### config.mk
export PLATFORM = sky130hd
export DESIGN_NAME = mux_writer
export DESIGN_NICKNAME = d
export VERILOG_FILES = /design/src/rtl/mux_writer_pkg.sv /design/src/rtl/mux_writer_slot_counter.sv /design/src/rtl/mux_writer.sv
export SDC_FILE = /design/constraint.sdc
export NUM_CORES = 1
export LEC_CHECK = 0
export CORE_ASPECT_RATIO = 2
export CORE_MARGIN = 1
export CORE_UTILIZATION = 43
export CTS_CLUSTER_SIZE = 20
export DETAILED_ROUTE_END_ITERATION = 8
export HOLD_SLACK_MARGIN = 0.06
export PLACE_DENSITY = 0.74
export RECOVER_POWER = 100
export SETUP_SLACK_MARGIN = 0.5
export SLEW_MARGIN = 20
export SYNTH_ARGS = -nofsm -noshare
export SYNTH_HDL_FRONTEND = slang
export SYNTH_SLANG_ARGS = --single-unit
### constraint.sdc
create_clock -name clk -period 1.5 [get_ports clk]
set_input_delay 0.225 -clock clk [delete_from_list [all_inputs] [get_ports clk]]
set_output_delay 0.225 -clock clk [all_outputs]
set_load 0.1 [all_outputs]
### src/rtl/mux_writer_pkg.sv
// rtl/mux_writer_pkg.sv - shared types and constants for the mux_writer slice
package mux_writer_pkg;

    localparam int NUM_SLOTS = 4;
    localparam int DATA_W    = 4;
    localparam int CNT_W     = 2;

    typedef enum logic [1:0] {
        IDLE  = 2'd0,
        WRITE = 2'd1,
        DONE  = 2'd2
    } state_t;

endpackage

### src/rtl/mux_writer_slot_counter.sv
// rtl/mux_writer_slot_counter.sv - 2-bit slot index counter with clear, enable and terminal flag
module mux_writer_slot_counter
    import mux_writer_pkg::*;
(
    input  logic             clk,
    input  logic             res,
    input  logic             clr,
    input  logic             en,
    output logic [CNT_W-1:0] count,
    output logic             term
);

    // Slot index register; clear beats enable, wraps 3 -> 0 when enabled.
    always_ff @(posedge clk) begin
        if (res || clr) begin
            count <= '0;
        end else if (en) begin
            count <= count + 1'b1;
        end
    end

    assign term = (count == CNT_W'(NUM_SLOTS - 1));

endmodule

### src/rtl/mux_writer.sv
// rtl/mux_writer.sv - captures four nibbles on start and writes them to consecutive RAM addresses
module mux_writer
    import mux_writer_pkg::*;
#(
    parameter int ADDR_W    = 4,
    parameter int BASE_ADDR = 0
) (
    input  logic              clk,
    input  logic              res,
    input  logic              dis,
    input  logic              start,
    input  logic [DATA_W-1:0] in0,
    input  logic [DATA_W-1:0] in1,
    input  logic [DATA_W-1:0] in2,
    input  logic [DATA_W-1:0] in3,
    output logic              mem_we,
    output logic [ADDR_W-1:0] mem_addr,
    output logic [DATA_W-1:0] mem_wdata,
    output logic [CNT_W-1:0]  muxcount,
    output logic              busy,
    output logic              done
);

    localparam logic [ADDR_W-1:0] BASE = ADDR_W'(BASE_ADDR);

    state_t state;
    state_t state_next;

    logic [DATA_W-1:0] shadow [NUM_SLOTS];

    // The counter leads the registered outputs by one slot: slot 0 is issued
    // straight from in0 on the capture edge, so the counter holds the index of
    // the slot to issue on the following edge.
    logic [CNT_W-1:0] cnt;
    logic             cnt_term;
    logic             cnt_en;
    logic             cnt_clr;
    logic             load;

    logic              we_next;
    logic [ADDR_W-1:0] addr_next;
    logic [DATA_W-1:0] wdata_next;
    logic [CNT_W-1:0]  muxcount_next;
    logic              busy_next;
    logic              done_next;

    mux_writer_slot_counter u_slot_counter (
        .clk   (clk),
        .res   (res),
        .clr   (dis || cnt_clr),
        .en    (cnt_en),
        .count (cnt),
        .term  (cnt_term)
    );

    // Next-state and next-output decode; address and data hold outside WRITE.
    always_comb begin
        state_next    = state;
        we_next       = 1'b0;
        addr_next     = mem_addr;
        wdata_next    = mem_wdata;
        muxcount_next = '0;
        busy_next     = 1'b0;
        done_next     = 1'b0;
        load          = 1'b0;
        cnt_en        = 1'b0;
        cnt_clr       = 1'b0;
        case (state)
            IDLE: begin
                if (start) begin
                    state_next = WRITE;
                    we_next    = 1'b1;
                    addr_next  = BASE;
                    wdata_next = in0;
                    busy_next  = 1'b1;
                    load       = 1'b1;
                    cnt_en     = 1'b1;
                end else begin
                    cnt_clr = 1'b1;
                end
            end
            WRITE: begin
                we_next       = 1'b1;
                addr_next     = BASE + ADDR_W'(cnt);
                wdata_next    = shadow[cnt];
                muxcount_next = cnt;
                busy_next     = 1'b1;
                cnt_en        = 1'b1;
                if (cnt_term) begin
                    state_next = DONE;
                end
            end
            DONE: begin
                done_next  = 1'b1;
                state_next = IDLE;
                cnt_clr    = 1'b1;
            end
            default: begin
                state_next = IDLE;
                cnt_clr    = 1'b1;
            end
        endcase
    end

    // State register; reset and disable both force IDLE.
    always_ff @(posedge clk) begin
        if (res || dis) begin
            state <= IDLE;
        end else begin
            state <= state_next;
        end
    end

    // Registered RAM port and status outputs.
    always_ff @(posedge clk) begin
        if (res || dis) begin
            mem_we    <= 1'b0;
            mem_addr  <= '0;
            mem_wdata <= '0;
            muxcount  <= '0;
            busy      <= 1'b0;
            done      <= 1'b0;
        end else begin
            mem_we    <= we_next;
            mem_addr  <= addr_next;
            mem_wdata <= wdata_next;
            muxcount  <= muxcount_next;
            busy      <= busy_next;
            done      <= done_next;
        end
    end

    // Shadow copy of the inputs so later input changes cannot disturb a sequence.
    always_ff @(posedge clk) begin
        if (res || dis) begin
            for (int i = 0; i < NUM_SLOTS; i++) begin
                shadow[i] <= '0;
            end
        end else if (load) begin
            shadow[0] <= in0;
            shadow[1] <= in1;
            shadow[2] <= in2;
            shadow[3] <= in3;
        end
    end

endmodule

[Word level (Yosys, flattened, before mapping)]
Memory sizes are Yosys's and may differ from the RTL's. A register that Yosys moved wholly into a read port is not among the register bits.
Cells that the tools add are included.
Operators by class
  add/sub/neg operators: 1
  eq/ne operators: 5
  muxes and demuxes: 24
  bitwise logic cells: 5
  reduce and logical (&&, ||, !) cells: 8
Operator list (count)
  2-to-1 mux 4 bit: 6
  case mux 4 bit (2 select lines): 2
  2-to-1 mux 1 bit: 9
  2-to-1 mux 2 bit: 4
  == test 2 bit, second input constant: 2
  inequality test 2 bit, second input constant: 2
  OR 1 bit: 4
  case mux 1 bit (2 select lines): 2
  case mux 2 bit (2 select lines): 1
  AND reduction 2 bit: 2
  logical OR 1 bit: 3
  adder 2 x 1 -> 2 bit, second input constant: 1
  == test 2 x 1 -> 1 bit, second input constant: 1
  logical NOT 2 bit: 1
  nonzero test 2 bit: 1
  OR reduction 2 bit: 1
  inverter 1 bit: 1
Word-level totals
  bits in registers: 16
  RAM bits: 16
  bits of input ports: 20
  output and inout bits: 13
  word-level logic and storage cells: 51
  memories: 1
Memory list
  shadow: words 4, width 4, read ports 1, clocked after memory_dff 1, write ports 4, RTL line mux_writer.sv:29  | logic [DATA_W-1:0] shadow [NUM_SLOTS];

[Longest topological paths before layout]
  depth in word-level cells: 6
  depth in mapped cells: 4
  gate-level depth less buffers: 3

[By module]
Synthesis repeated with hierarchy kept, for this count alone.
Unflattened totals
  cell total of the unflattened synthesis: 94
  area, all modules: 1247.4 um^2
By module, submodules not included
  mux_writer: instances 1, cells each 87, area an instance 1156.1 um^2
  mux_writer_slot_counter: instances 1, cells each 7, area an instance 91.3 um^2

[Least setup slack after synthesis]
Ideal clock, no wire load.
  path kind: reg2out
  start point: register, netlist name busy
  end point: output mem_we
  arrival: 1356 ps
  required time: 1275 ps
  slack: -81 ps
  stages on the path, launching flop included: 2
  path through: dfxtp_1 buf_4
RTL lines
  end: declaration: RTL line mux_writer.sv:16  | output logic mem_we,

==> out/qor.csv <==
stage,metric,value,unit
outcome,outcome,"complete, no violations",
synth,synth_top_family_by_area,simple AND/OR/NAND/NOR gates,
synth,synth_ff_type,edfxtp_1,
synth,ys_seq_area_share,61.0,%
final_layout,diodes,0,
global_route,antenna_found_initial,0,
synth,syn-mean-instance-area,12.4,um^2
worst_setup_path,worst-setup-path-type,reg2reg,
power,p_comb_share,13.2,%
timing,maxSlewHeadroom,64.0,%
die,row_count,28,
worst_setup_path,critPathCapture,shadow[1][2],
die,core-area,2940,um^2
synth,ys_ff_latch,32,
clock_tree,cts_tree,built,
synth,synthTopCellsByArea,"edfxtp_1 37%, dfxtp_1 24%, and2_1 7.6%",
detailed_routing,drt_wl_total,2730,um
global_route,grt_pass1_wl,4010,um
synth,synth_mux_area_share,6.10,%
detailed_routing,dr.pass1.iters,4,
worst_setup_path,r2r-start,state[0],
synth,synthXorXnorAreaFrac,0,%
power,power_frac_clock,35.5,%
global_route,grt_max_degree,17,
clock_tree,clock-root-buffer,clkbuf_8,
worst_setup_path,cp_max_fo,8,
worst_setup_path,arrival,1.37,ns
power,seqPwrFrac,51.4,%
timing,setup_violations,0,
synth,ys_types,26,
clock_tree,numCtsBuffers,5,
detailed_routing,drc,0,
timing,worst_pin_slew,0.542,ns
worst_setup_path,critPathCaptureType,flip-flop,
worst_setup_path,r2r_cells,3,
clock_tree,cts_sinks,32,
placed_design,port_buffers,30,
detailed_routing,via_count,966,
synth,synth_top_area_share,36.6,%
detailed_routing,detail-route-antenna-nets,0,
power,switchingPower,0.480,mW
clock_tree,cts_hold_buffers,0,
worst_setup_path,ff2ff_setup_slack,0.12,ns
timing,max_freq,723,MHz
synth,synth_warnings,0,
die,ios,33,
min_path,hold_path_class,reg2reg,
worst_setup_path,worstSetupStartpointType,flip-flop,
final_layout,final_layout_size_suffix_gt1_share,34.0,%
clock_tree,clock_path_buffers,2,
synth,ys_top_cells_by_count,"16 x and2_1, 16 x dfxtp_1, 16 x edfxtp_1",
clock_tree,clkTransAtPathRegs,0.07,ns
die,die-height,80.1,um
global_route,grt_pass1_vias,889,
synth,yosysTopAreaCell,edfxtp_1,
power,p_int,1.42,mW
timing,final.min_clock_period,1.38,ns
synth,synth_fa_ha_area_share,0.953,%
timing,rsz0062_at_grt,true,
synth,synthCells,106,
placed_design,dp_cells,166,
timing,post-route-period-util,92.2,%
worst_setup_path,worstReg2RegEnd,shadow[1][2],
final_layout,area_growth,34.9,%
synth,async_reset_ff_share,0,%
final_layout,finish.utilization,60.2,%
power,p_per_area,1070,nW/um^2
power,power_leakage,0.720,nW
final_layout,final_nets,170,
detailed_routing,route.detailed.wl_per_inst,15.2,um
global_route,grt-ovfl-total,0,
die,die_w,41.1,um
clock_tree,insertion_delay,0.28,ns
flow_run,maxCapViolCount,0,
power,sw_frac_of_total,25.3,%
timing,maxSlewViolCount,0,
global_route,track_usage,19.0,%
final_layout,fin_cells,180,
synth,synthSimpleGateAreaFrac,19.0,%
power,ir_drop,0.845,mV
synth,syn_area,1310,um^2
detailed_routing,routed_via_density,5.37,
placed_design,place_congestion,0.760,
synth,synth-compound-area-share,8.77,%
worst_setup_path,worst-endpoint-required,1.49,ns
timing,final_hold_viol_count,0,
timing,fin_hold_ws,0.455,ns
synth,synth-edff-count,16,
die,start_util,44.6,%
die,die-area,3290,um^2
worst_setup_path,startpoint,state[0],
detailed_routing,drt_iter0_markers,19,
clock_tree,h-tree-depth,2,
timing,clock_skew,0.00408,ns
[critical path, stage by stage (launching register included)]
cell and delay (ns):
dfxtp_1 0.34, or3b_4 0.46, clkbuf_1 0.18, nand2_8 0.12
[cell type report]
cell class | instances | area (um^2)
clock buffer | 6 | 82.6
clock inverter | 2 | 10.0
fill | 268 | 1170
inverter | 2 | 7.51
multi-input combinational | 69 | 515
sequential | 32 | 820
tap | 30 | 37.5
timing repair buffer | 39 | 298
[cells in the final DEF (no fill, tap or decap), types with 3 or more instances in the layout]
cell             count
mux2i_1              8
and2_0               6
and2_1              10
nor2_2               3
edfxtp_1            16
dfxtp_2              9
buf_4                5
clkbuf_8             6
nand2_1              3
o221a_2              4
clkbuf_1             3
nor2b_1              4
nor2_1               7
clkbuf_2            12
clkdlybuf4s50_1     18
dfxtp_1              5
o221ai_1             4
[how the worst min path moves through the flow]
stage                     depth (start not counted)                    start            to
after floorplan                                   1                   in0[0]  shadow[0][0]
after global routing                              2              mem_addr[1]   mem_addr[1]
final                                             2              mem_addr[1]   mem_addr[1]
after global placement                            2  u_slot_counter.count[1]   muxcount[1]
after CTS                                         2  u_slot_counter.count[1]   muxcount[1]
after detailed placement                          2  u_slot_counter.count[1]   muxcount[1]
[kinds of logic after synthesis]
family | after synthesis
AND/OR/NAND/NOR | 43
flip-flops | 32
AO/OA/AOI/OAI | 13
buffers and inverters | 8
multiplexers | 8
adder cells (fa/ha/maj) | 1
other | 1
[metrics by stage]
stage	power (mW)	area, um^2	setup slack (ns)	TNS [ns]
floorplan	1.16	1370	0.271	0
finish	1.90	1770	0.118	0
global route	1.98	1770	0.0739	0
global placement	1.26	1800	-0.161	-4.20
detailed placement	1.27	1800	-0.209	-4.77
CTS	1.94	1960	0.174	0
[routing by layer]
| layer | part of all wire, % | up-vias | routed length [um] | global-route usage (%) |
|---|---|---|---|---|
| li1 | - | 457 | - | - |
| met1 | 35 | 473 | 951 | 18.2 |
| met2 | 59 | 32 | 1600 | 32.8 |
| met3 | 5.0 | 4 | 137 | 5.80 |
| met4 | 1.5 | 0 | 40 | 10.0 |
| met5 | 0 | - | 0 | 0 |
[sequential cells by signal, indices dropped and copies added (netlist names), named ones only]
register / flops
mem_wdata: 4
state: 2
done: 1
busy: 1
mem_addr: 2
shadow: 16
muxcount: 2
u_slot_counter.count: 2
[what timing repair did]
| action | CTS | global route |
|---|---|---|
| endpoints found under the setup margin | 57 | 55 |
| gates cloned | 1 | 1 |
| pin swaps | 18 | 13 |
| gates resized for setup | 14 | 5 |
| setup buffers | 2 | 2 |
[power groups by stage]
stage	combinational (mW)	clock, mW	sequential [mW]
after floorplan	0.123	0	1.03
after global placement	0.263	0	0.997
after detailed placement	0.267	0	0.999
after CTS	0.280	0.679	0.977
after global routing	0.265	0.736	0.976
final	0.250	0.673	0.974
Power figures use the tool's default switching activity.
